<file path="src/rtl/cm0_dbg_bkpt_track.sv">
// Breakpoint match tracker: carries per-halfword comparator match flags
// through the prefetch buffer alongside the fetched words, and raises a
// sticky halt request when a flagged halfword reaches decode.
module cm0_dbg_bkpt_track #(
  parameter int DBG  = 1,
  parameter int BKPT = 4,
  parameter int PFW  = 2
) (
  input  logic       dclk,
  input  logic       dbg_reset_n,
  input  logic [1:0] bpu_match_i,
  input  logic       fetch_data_i,
  input  logic       fetch_skip_lo_i,
  input  logic [1:0] dec_pop_i,
  input  logic       dec_valid_i,
  input  logic       flush_i,
  input  logic       dbg_c_debugen_i,
  input  logic       dbg_halted_i,
  input  logic       hreq_ack_i,
  output logic       head_match_o,
  output logic       hreq_o,
  output logic       bkpt_evt_o,
  output logic [2:0] fill_o
);

  localparam int CAP = 2 * PFW;
  localparam int PW  = (CAP > 2) ? $clog2(CAP) : 1;

  generate
    if (DBG != 0 && BKPT != 0) begin : g_track

      typedef enum logic {
        IDLE,
        REQ
      } state_t;

      state_t         state_q, state_d;
      logic [CAP-1:0] flags_q, flags_d;
      logic [PW-1:0]  rd_q, rd_d;
      logic [PW-1:0]  wr_q, wr_d;
      logic [3:0]     count_q, count_d;
      logic           evt_q, evt_d;
      logic [3:0]     pop_req;
      logic [3:0]     pop_n;
      logic [3:0]     push_n;
      logic           push_ok;
      logic           flush_all;
      logic           halt_go;
      logic           head_match;

      // Advance a circular pointer by n, wrapping at CAP even when CAP is not a power of two.
      function automatic logic [PW-1:0] wrap_add(input logic [PW-1:0] ptr, input logic [3:0] n);
        logic [4:0] s;
        s = {{(5-PW){1'b0}}, ptr} + {1'b0, n};
        if (s >= 5'(CAP)) s = s - 5'(CAP);
        return s[PW-1:0];
      endfunction

      assign flush_all  = flush_i | hreq_ack_i;
      assign head_match = (count_q != 4'd0) & flags_q[rd_q];

      // Flag store update: pop is clamped against the pre-push occupancy; a push is dropped
      // whole if the net occupancy after this cycle's pop would exceed capacity.
      always_comb begin
        flags_d = flags_q;
        rd_d    = rd_q;
        wr_d    = wr_q;
        count_d = count_q;
        pop_req = (dec_pop_i == 2'd3) ? 4'd0 : {2'b00, dec_pop_i};
        pop_n   = (pop_req > count_q) ? count_q : pop_req;
        if (!fetch_data_i)        push_n = 4'd0;
        else if (fetch_skip_lo_i) push_n = 4'd1;
        else                      push_n = 4'd2;
        push_ok = ((count_q - pop_n) + push_n) <= 4'(CAP);
        if (flush_all) begin
          rd_d    = '0;
          wr_d    = '0;
          count_d = 4'd0;
        end else begin
          rd_d    = wrap_add(rd_q, pop_n);
          count_d = count_q - pop_n;
          if (push_ok && push_n != 4'd0) begin
            if (fetch_skip_lo_i) begin
              flags_d[wr_q] = bpu_match_i[1];
            end else begin
              flags_d[wr_q]                 = bpu_match_i[0];
              flags_d[wrap_add(wr_q, 4'd1)] = bpu_match_i[1];
            end
            wr_d    = wrap_add(wr_q, push_n);
            count_d = count_d + push_n;
          end
        end
      end

      // Halt request FSM: a flagged head presented to decode raises a request held until acked.
      always_comb begin
        state_d = state_q;
        evt_d   = 1'b0;
        halt_go = dec_valid_i & head_match & dbg_c_debugen_i & ~dbg_halted_i & ~flush_i;
        case (state_q)
          IDLE: begin
            if (halt_go) begin
              state_d = REQ;
              evt_d   = 1'b1;
            end
          end
          REQ: begin
            if (hreq_ack_i) state_d = IDLE;
          end
          default: state_d = IDLE;
        endcase
      end

      // State registers with synchronous active-low reset.
      always_ff @(posedge dclk) begin
        if (!dbg_reset_n) begin
          state_q <= IDLE;
          flags_q <= '0;
          rd_q    <= '0;
          wr_q    <= '0;
          count_q <= 4'd0;
          evt_q   <= 1'b0;
        end else begin
          state_q <= state_d;
          flags_q <= flags_d;
          rd_q    <= rd_d;
          wr_q    <= wr_d;
          count_q <= count_d;
          evt_q   <= evt_d;
        end
      end

      assign head_match_o = head_match;
      assign hreq_o       = (state_q == REQ);
      assign bkpt_evt_o   = evt_q;
      assign fill_o       = (count_q > 4'd7) ? 3'd7 : count_q[2:0];

      ap_push_ovf: assert property (@(posedge dclk) disable iff (!dbg_reset_n)
        !(fetch_data_i && !flush_all && !push_ok))
        else $warning("bkpt_track: push dropped, flag buffer full");

      ap_pop_under: assert property (@(posedge dclk) disable iff (!dbg_reset_n)
        !(pop_req > count_q))
        else $warning("bkpt_track: pop larger than occupancy, clamped");

      ap_pop_three: assert property (@(posedge dclk) disable iff (!dbg_reset_n)
        dec_pop_i != 2'd3)
        else $warning("bkpt_track: dec_pop_i of 3 treated as 0");

      ap_pop_in_req: assert property (@(posedge dclk) disable iff (!dbg_reset_n)
        !(state_q == REQ && dec_pop_i != 2'd0))
        else $warning("bkpt_track: decode consumed while halt requested");

    end else begin : g_absent
      assign head_match_o = 1'b0;
      assign hreq_o       = 1'b0;
      assign bkpt_evt_o   = 1'b0;
      assign fill_o       = 3'd0;
    end
  endgenerate

endmodule

</file>
<file path="config.mk">
export PLATFORM = sky130hd
export DESIGN_NAME = cm0_dbg_bkpt_track
export DESIGN_NICKNAME = d
export VERILOG_FILES = /design/src/rtl/cm0_dbg_bkpt_track.sv
export SDC_FILE = /design/constraint.sdc
export NUM_CORES = 1
export LEC_CHECK = 0
export BUFFER_PORTS_ARGS = -buffer_cell sky130_fd_sc_hd__buf_2
export CAP_MARGIN = 10
export CORE_ASPECT_RATIO = 1.1
export CORE_MARGIN = 2
export CORE_UTILIZATION = 55
export DETAILED_ROUTE_END_ITERATION = 8
export GPL_TIMING_DRIVEN = 0
export PLACE_DENSITY_LB_ADDON = 0.05
export SETUP_SLACK_MARGIN = 0.3
export SLEW_MARGIN = 15
export SYNTH_ARGS = -nofsm -noshare
export SYNTH_HDL_FRONTEND = slang
export SYNTH_SLANG_ARGS = --single-unit
</file>
<file path="constraint.sdc">
create_clock -name dclk -period 4.6 [get_ports dclk]
set_input_delay 0.69 -clock dclk [delete_from_list [all_inputs] [get_ports dclk]]
set_output_delay 0.69 -clock dclk [all_outputs]
set_load 0.005 [all_outputs]
</file>
## Word-level counts from Yosys, hierarchy flattened

Index checks and enable logic that the tools add are counted.

| cells by class | value |
|---|---|
| $lt $le $gt $ge | 11 |
| $mul | 0 |
| multiplexer cells | 25 |
| bitwise logic cells | 11 |
| divide/modulo/power cells | 0 |
| equal/unequal tests | 1 |
| reduce and logical (&&, ||, !) cells | 8 |
| add/subtract/negate cells | 8 |
| shift operators | 0 |

Operator list:

| cell | number |
|---|---|
| two-way mux 2 bit | 8 |
| two-way mux 4 bit | 4 |
| bitwise mux 4 bit | 3 |
| adder 2 x 4 -> 5 bit | 2 |
| greater-or-equal comparator 5 x 3 -> 1 bit (second input constant) | 2 |
| < comparator 2 x 3 -> 1 bit (second input constant) | 3 |
| nonzero test 4 bit | 2 |
| subtractor 2 x 1 -> 2 bit (second input constant) | 3 |
| AND 1 bit | 5 |
| two-way mux 1 bit | 5 |
| NOT 1 bit | 5 |
| adder 4 bit | 1 |
| demux 1 bit (select 2 bit) | 2 |
| greater-or-equal comparator 2 x 1 -> 1 bit (second input constant) | 2 |
| > comparator 2 x 4 -> 1 bit | 1 |
| > comparator 4 x 3 -> 1 bit (second input constant) | 1 |
| less-or-equal comparator 4 x 3 -> 1 bit (second input constant) | 1 |
| OR reduction 2 bit | 2 |
| subtractor 4 bit | 1 |
| adder 2 x 1 -> 3 bit (second input constant) | 1 |
| greater-or-equal comparator 3 bit (second input constant) | 1 |
| logical AND 1 bit | 3 |
| two-way mux 3 bit | 1 |
| binary-select mux 1 bit (select 2 bit) | 1 |
| other kinds (4) | 4 |

| word-level totals | value |
|---|---|
| RAM bits | 0 |
| bits in read-only memories | 0 |
| memories kept | 0 |
| bits in latches | 0 |
| output and inout bits | 6 |
| bits in registers | 14 |

## Longest topological paths before layout

Gate-level depths: netlist (run 1).

| logic depth | value |
|---|---|
| depth in word-level cells | 16 |
| mapped depth | 15 |
| gate-level depth less buffers | 14 |

## Worst setup path after synthesis (run 1)

No wires, ideal clock.

| timing | value |
|---|---|
| path type | input to register |
| start point | in dec_pop_i[1] |
| end point | reg g_track.flags_q[1] |
| setup slack | 679 ps |
| data required time | 4,484 ps |
| arrival | 3,805 ps |
| path buffers | 0 |
| cell stages on the path | 14 |
| cell sequence | nor2b_1 ha_1 nor2b_1 o21ai_0 mux2i_1 inv_1 fa_1 inv_1 fa_1 xnor3_1 o21ai_1 nor4_1 a21oi_1 a41o_1 |

| between the ends | value |
|---|---|
| longest elaborated chain between the ends | 9 |

RTL lines:

| element | RTL line | text |
|---|---|---|
| from (decl) | 14 | `input logic [1:0] dec_pop_i,` |
| equality test 2 bit | 69 | `pop_req = (dec_pop_i == 2'd3) ? 4'd0 : {2'b00, dec_pop_i};` |
| two-way mux 2 bit * | 69 |  |
| > comparator 2 x 4 -> 1 bit | 70 | `pop_n = (pop_req > count_q) ? count_q : pop_req;` |
| two-way mux 4 bit * | 70 |  |
| subtractor 4 bit * | 74 | `push_ok = ((count_q - pop_n) + push_n) <= 4'(CAP);` |
| adder 4 bit * | 74 |  |
| less-or-equal comparator 4 x 3 -> 1 bit * | 74 |  |
| logical AND 1 bit * | 82 | `if (push_ok && push_n != 4'd0) begin` |
| AND reduction 2 bit (no line) * | - |  |
| to (signal assigned) | 125 | `flags_q <= flags_d;` |
| to (decl) | 38 | `logic [CAP-1:0] flags_q, flags_d;` |

Every way passes the cells marked *; elsewhere a longest branch is shown, timed or not.
A chain may end at the register's enable or synchronous reset.

## Final worst setup path (run 1)

| timing | value |
|---|---|
| start point | in dec_pop_i[0] |
| end point | reg g_track.flags_q[1] |

The elaborated chain is that of the path after synthesis.

==> impl_metrics.ini, run 1 <==
[run_status]
status = completed

[logic_synthesis]
syn-cell-area_um2 = 1160
synth.avg_cell_area_um2 = 8.83
synth_top_area_share_pct = 24.2
ys_seq_area_share_pct = 24.2
async_reset_ff_share_pct = 0
synthDistinctLibCells = 40
ys_ff_latch = 14
synth_fp_nets = 158
synth_edf_count = 0
synthCells = 131
yosysWarnings = 0
synth_common_cells = nand2_1, dfxtp_1, ha_1
synthTopCellsByArea = dfxtp_1, ha_1, nand2_1, mux2i_1, inv_1
yosysTopAreaCell = dfxtp_1
ys.flop_type = dfxtp_1
yosysMostFrequentCell = nand2_1

[sta]
fin_crit_ns = 3.93
setup_slack_ns = 0.673
finalSetupViolCount = 0
finalSetupTns_ns = 0
tightest_slew_ns = 0.414
clock_skew_ns = 0.00768
timing.fmax_mhz = 255
whs_ns = 0.465
grt_setup_unrepaired = no
slew_headroom_pct = 72.4
fin_crit_sh_pct = 85.4
finalMaxSlewViolations = 0
hold_viol_final = 0

[clocking]
path_clk_slew_ns = 0.09
cts_setup_buffers = 0
cts.sinks = 14
hold_buffers = 0
cts_resized = 0
htreeDepth = 1
cts_tree = built
root_buffer = clkbuf_4
clockBufferDepth = 2
clk_latency_ns = 0.29
cts_buffers = 3

[drt]
wl_per_cell_um = 13.7
drt_pass1_iterations = 6
vias = 1012
routed_wl_um = 2490
drt_iter0_drc = 27
ant_nets = 0
vias_per_cell = 5.59
drc = 0

[placement]
port_buffers = 18
globalplace.congestion = 0.806
dp_slack_ns = 0.201
dpl.cell_count = 177
place_area_um2 = 1280
place_hpwl_um = 2040

[critical_path]
crit_start = dec_pop_i[0]
r2r-start = g_track.count_q[1]
worst-endpoint-required_ns = 4.79
path_cells = buf_2 -> nor2b_1 -> ha_1 -> nor2b_1 -> o21ai_1 -> mux2i_2 -> inv_1 -> fa_1 -> inv_1 -> fa_1 -> xnor3_1 -> o21ai_1 -> nor4_2 -> a21oi_1 -> a41o_1
slowest_delay_ns = 0.54
slowest_stage = fa_1
criticalPathCategory = primary input to register
arrival_ns = 4.12
start_kind = primary input
endpoint_kind = register
crit_fanout = 3

[floorplanning]
io_pins = 19
initial_core_util_pct = 57.9
core_area_um2 = 2000
design.die.area_um2 = 2490
die_w_um = 47.7
rows = 17
die_y_um = 52.1

[global_route]
grt_use_total_pct = 23.0
antenna_found_initial = 0
grt_pass1_wl_um = 4040
grt_pass1_vias = 969
overflow = 0
grt_max_degree = 11

[flow_run]
drv_cap = 0

[cells_and_area]
insertedDiodeCount = 0
final_nets = 181
utilization_pct = 66.5
drive_gt1_share_pct = 21.6
final_cells = 181
design_area_um2 = 1330
synthToLayoutAreaGrowth_pct = 14.8

[power_and_ir_drop]
peakVddDrop_mv = 0.243
p_total_uw = 357
cellPowerDensity_nw_per_um2 = 269
p_leak_nw = 0.657

[worst_hold_path]
hp-class = register to register
worstHoldStart = g_track.flags_q[2]
-- power by group --
group / switching (mW) / leakage, nW / internal [mW]
logic: 0.0746 / 0.523 / 0.0643
clock network: 0.0419 / 0.0210 / 0.0482
registers: 0.00393 / 0.113 / 0.124
-- cell families (layout without fill, tap and decap cells) --
| group | count (synthesis) | after routing | synth area share (%) |
|---|---|---|---|
| flops | 14 | 14 | 24.2 |
| simple gates | 44 | 44 | 19.2 |
| buf+inv | 15 | 37 | 6.16 |
| compound gates | 31 | 31 | 19.8 |
| mux | 6 | 6 | 6.27 |
| xor+xnor | 7 | 7 | 7.89 |
| fa+ha+maj | 14 | 14 | 16.4 |
-- flip-flops by register name (all words and copies together) (netlist names) --
name and cells:
g_track.count_q 4, g_track.flags_q 4, g_track.rd_q 2, g_track.wr_q 2, bkpt_evt_o 1, hreq_o 1
-- per-layer routing --
layer,part of all wire (%),vias up,GRT usage [%]
met4,0,0,2.70
met5,0,-,0
met2,51,29,41.3
met3,5.5,0,7.64
met1,44,470,26.1
li1,-,513,-
-- path summary, 6_finish.rpt --
| kind | to | slack [ns] | cells past startpoint |
|---|---|---|---|
| max | g_track.flags_q[1] | 0.67 | 15 |
| min | g_track.flags_q[2] | 0.47 | 2 |
| max reg2reg | g_track.flags_q[1] | 0.79 | 14 |
| min reg2reg | g_track.flags_q[2] | 0.47 | 2 |
-- worst max-delay path: cells and delay by family --
family	cells	cell delay, ns
fa+ha+maj	3	1.25
compound gates	4	0.68
simple gates	3	0.59
mux	1	0.35
buf+inv	3	0.29
xor+xnor	1	0.27
-- cells in the final DEF, fill, tap and decap left out, types with 4 or more instances in the layout --
cell and count:
a21oi_1 6, mux2i_1 4, nor2_1 5, dfxtp_1 14, ha_1 12, a21o_1 4
buf_2 18, nand2_1 16, xnor2_1 4, inv_1 11
-- area by class of cell --
type,count,area [um^2]
fill,201,671
sequential,14,280
tap,28,35.0
buffer,4,30.0
multi-input combinational,102,816
clock buffer,4,36.3
inverter,11,41.3
timing repair buffer,18,90.1
(Power assumes the default switching activity.)
==> run 2: changes to the inputs <==
==> constraint.sdc (replaced) <==
create_clock -name dclk -period 4.6 [get_ports dclk]
set_input_delay 0.92 -clock dclk [delete_from_list [all_inputs] [get_ports dclk]]
set_output_delay 0.92 -clock dclk [all_outputs]
set_load 0.005 [all_outputs]
==> run 2 against run 1 <==
Utilization rose by 2.1 points. Via count rose by 2.4%. Sequential power barely moved.
==> impl_metrics.ini, run 2 (synthesis gave the netlist of run 1 again) <==
[worst_hold_path]
hp-class = register to register

[cells_and_area]
final_common_cell = buf_2
final_nets = 185
synthToLayoutAreaGrowth_pct = 18.4
fillers = 197
largestRegisters = g_track.count_q (4), g_track.flags_q (4)
insertedDiodeCount = 0
final_cell_mix = buf_2, nand2_1, dfxtp_1
drive_gt1_share_pct = 25.5

[drt]
drc = 0
wl_per_cell_um = 13.7
vias_per_cell = 5.60
drt_iter0_drc = 18
drt_pass1_iterations = 6
vias = 1036
routed_wl_um = 2540
ant_nets = 0

[power_and_ir_drop]
comb_power_share_pct = 40.1
p_total_uw = 364
power_switching_uw = 122
seq_power_share_pct = 35.2
clkPwrFrac_pct = 24.6
p_leak_nw = 0.680
cellPowerDensity_nw_per_um2 = 266
switching_share_pct = 33.6
peakVddDrop_mv = 0.242
power.internal_uw = 242

[global_route]
overflow = 0
grt_pass1_vias = 965
grt_max_degree = 11
grt_use_total_pct = 22.9
grt_pass1_wl_um = 4030
antenna_found_initial = 0

[clocking]
cts_buffers = 3
root_buffer = clkbuf_4
cts_tree = built
clk_latency_ns = 0.29
htreeDepth = 1
cts.sinks = 14
path_clk_slew_ns = 0.09
hold_buffers = 0
clockBufferDepth = 2

[critical_path]
critical_path.top_delay_family = adder cells
crit_buf_inv = 3
slowest_stage = fa_1
path_cells = buf_2 -> nor2b_2 -> ha_1 -> nor2b_1 -> o21ai_2 -> mux2i_2 -> inv_1 -> fa_1 -> inv_1 -> fa_1 -> xnor3_1 -> o21ai_1 -> nor4_2 -> a21oi_1 -> a41o_1
endpoint_kind = register
slowest_delay_ns = 0.54
criticalPathCategory = primary input to register
crit_fanout = 3
start_kind = primary input
worst-endpoint-required_ns = 4.79
arrival_ns = 4.30

[sta]
finalSetupViolCount = 0
fin_crit_sh_pct = 89.3
finalMaxSlewViolations = 0
timing.fmax_mhz = 243
grt_setup_unrepaired = no
tightest_slew_ns = 0.414
clock_skew_ns = 0.00759
slew_headroom_pct = 72.4
fin_crit_ns = 4.11
hold_viol_final = 0
whs_ns = 0.465

[placement]
globalplace.congestion = 0.806
port_buffers = 18
place_hpwl_um = 2040

[floorplanning]
io_pins = 19
rows = 17
initial_core_util_pct = 57.9
die_y_um = 52.1
die_w_um = 47.7
core_area_um2 = 2000
design.die.area_um2 = 2490

[flow_run]
drv_cap = 0

[run_status]
status = completed
[run 2: cell types whose count changed in the layout (fill, tap and decap cells not counted)]
cell	delta
buf_4	+4
a211oi_1	-1
a211oi_2	+1
nor2b_1	-1
nor2b_2	+1
o21ai_1	-1
o21ai_2	+1
[run 2: tightest hold or removal path, stage by stage (launching register included)]
cell and delay (ns):
dfxtp_1 0.32, nand2_1 0.05, mux2i_1 0.05
[run 2: power by group through the flow]
stage / clock [mW] / combinational (mW) / sequential [mW]
finish: 0.0898 / 0.146 / 0.128
global route: 0.0977 / 0.160 / 0.129
CTS: 0.0919 / 0.139 / 0.128
detailed placement: 0 / 0.137 / 0.131
global placement: 0 / 0.132 / 0.131
floorplan: 0 / 0.105 / 0.130
[run 2: worst paths after layout]
check                      from            endpoint  cells past startpoint  slack [ns]
max                dec_pop_i[1]  g_track.flags_q[1]                     15        0.49
min          g_track.flags_q[2]  g_track.flags_q[2]                      2        0.47
max reg2reg  g_track.count_q[1]  g_track.flags_q[1]                     14        0.82
min reg2reg  g_track.flags_q[2]  g_track.flags_q[2]                      2        0.47
[run 2: layout make-up]
cell class	count	area (um^2)	area share [%]
Sequential cell	14	280	20.5
Inverter	11	41.3	3.01
Tap cell	28	35.0	2.56
Timing Repair Buffer	22	120	8.77
Multi-Input combinational cell	102	827	60.4
Buffer	4	30.0	2.19
Clock buffer	4	36.3	2.65
[run 2: metal layers]
| layer | global-route usage, % | share of wire [%] | vias up |
|---|---|---|---|
| met4 | 2.70 | 0.16 | 0 |
| li1 | - | - | 521 |
| met1 | 26.1 | 44 | 477 |
| met5 | 0 | 0 | - |
| met2 | 41.1 | 50 | 36 |
| met3 | 7.64 | 5.7 | 2 |
[run 2: stage by stage]
step	cells	cell area [um^2]	setup slack [ns]	utilization, %	TNS (ns)
2_1_floorplan	131	1160	0.449	-	0
3_3_place_gp	177	1280	0.0786	64.1	0
3_5_place_dp	177	1280	-0.0288	64.1	-0.0288
4_1_cts	181	1320	0.381	66.1	0
5_1_grt	185	1370	0.323	68.5	0
6_report	185	1370	0.492	68.5	0
[run 2: what timing repair did]
action	CTS	global route
pin swaps	0	1
setup endpoints to repair	1	3
resized for setup	2	4
setup buffers	0	4
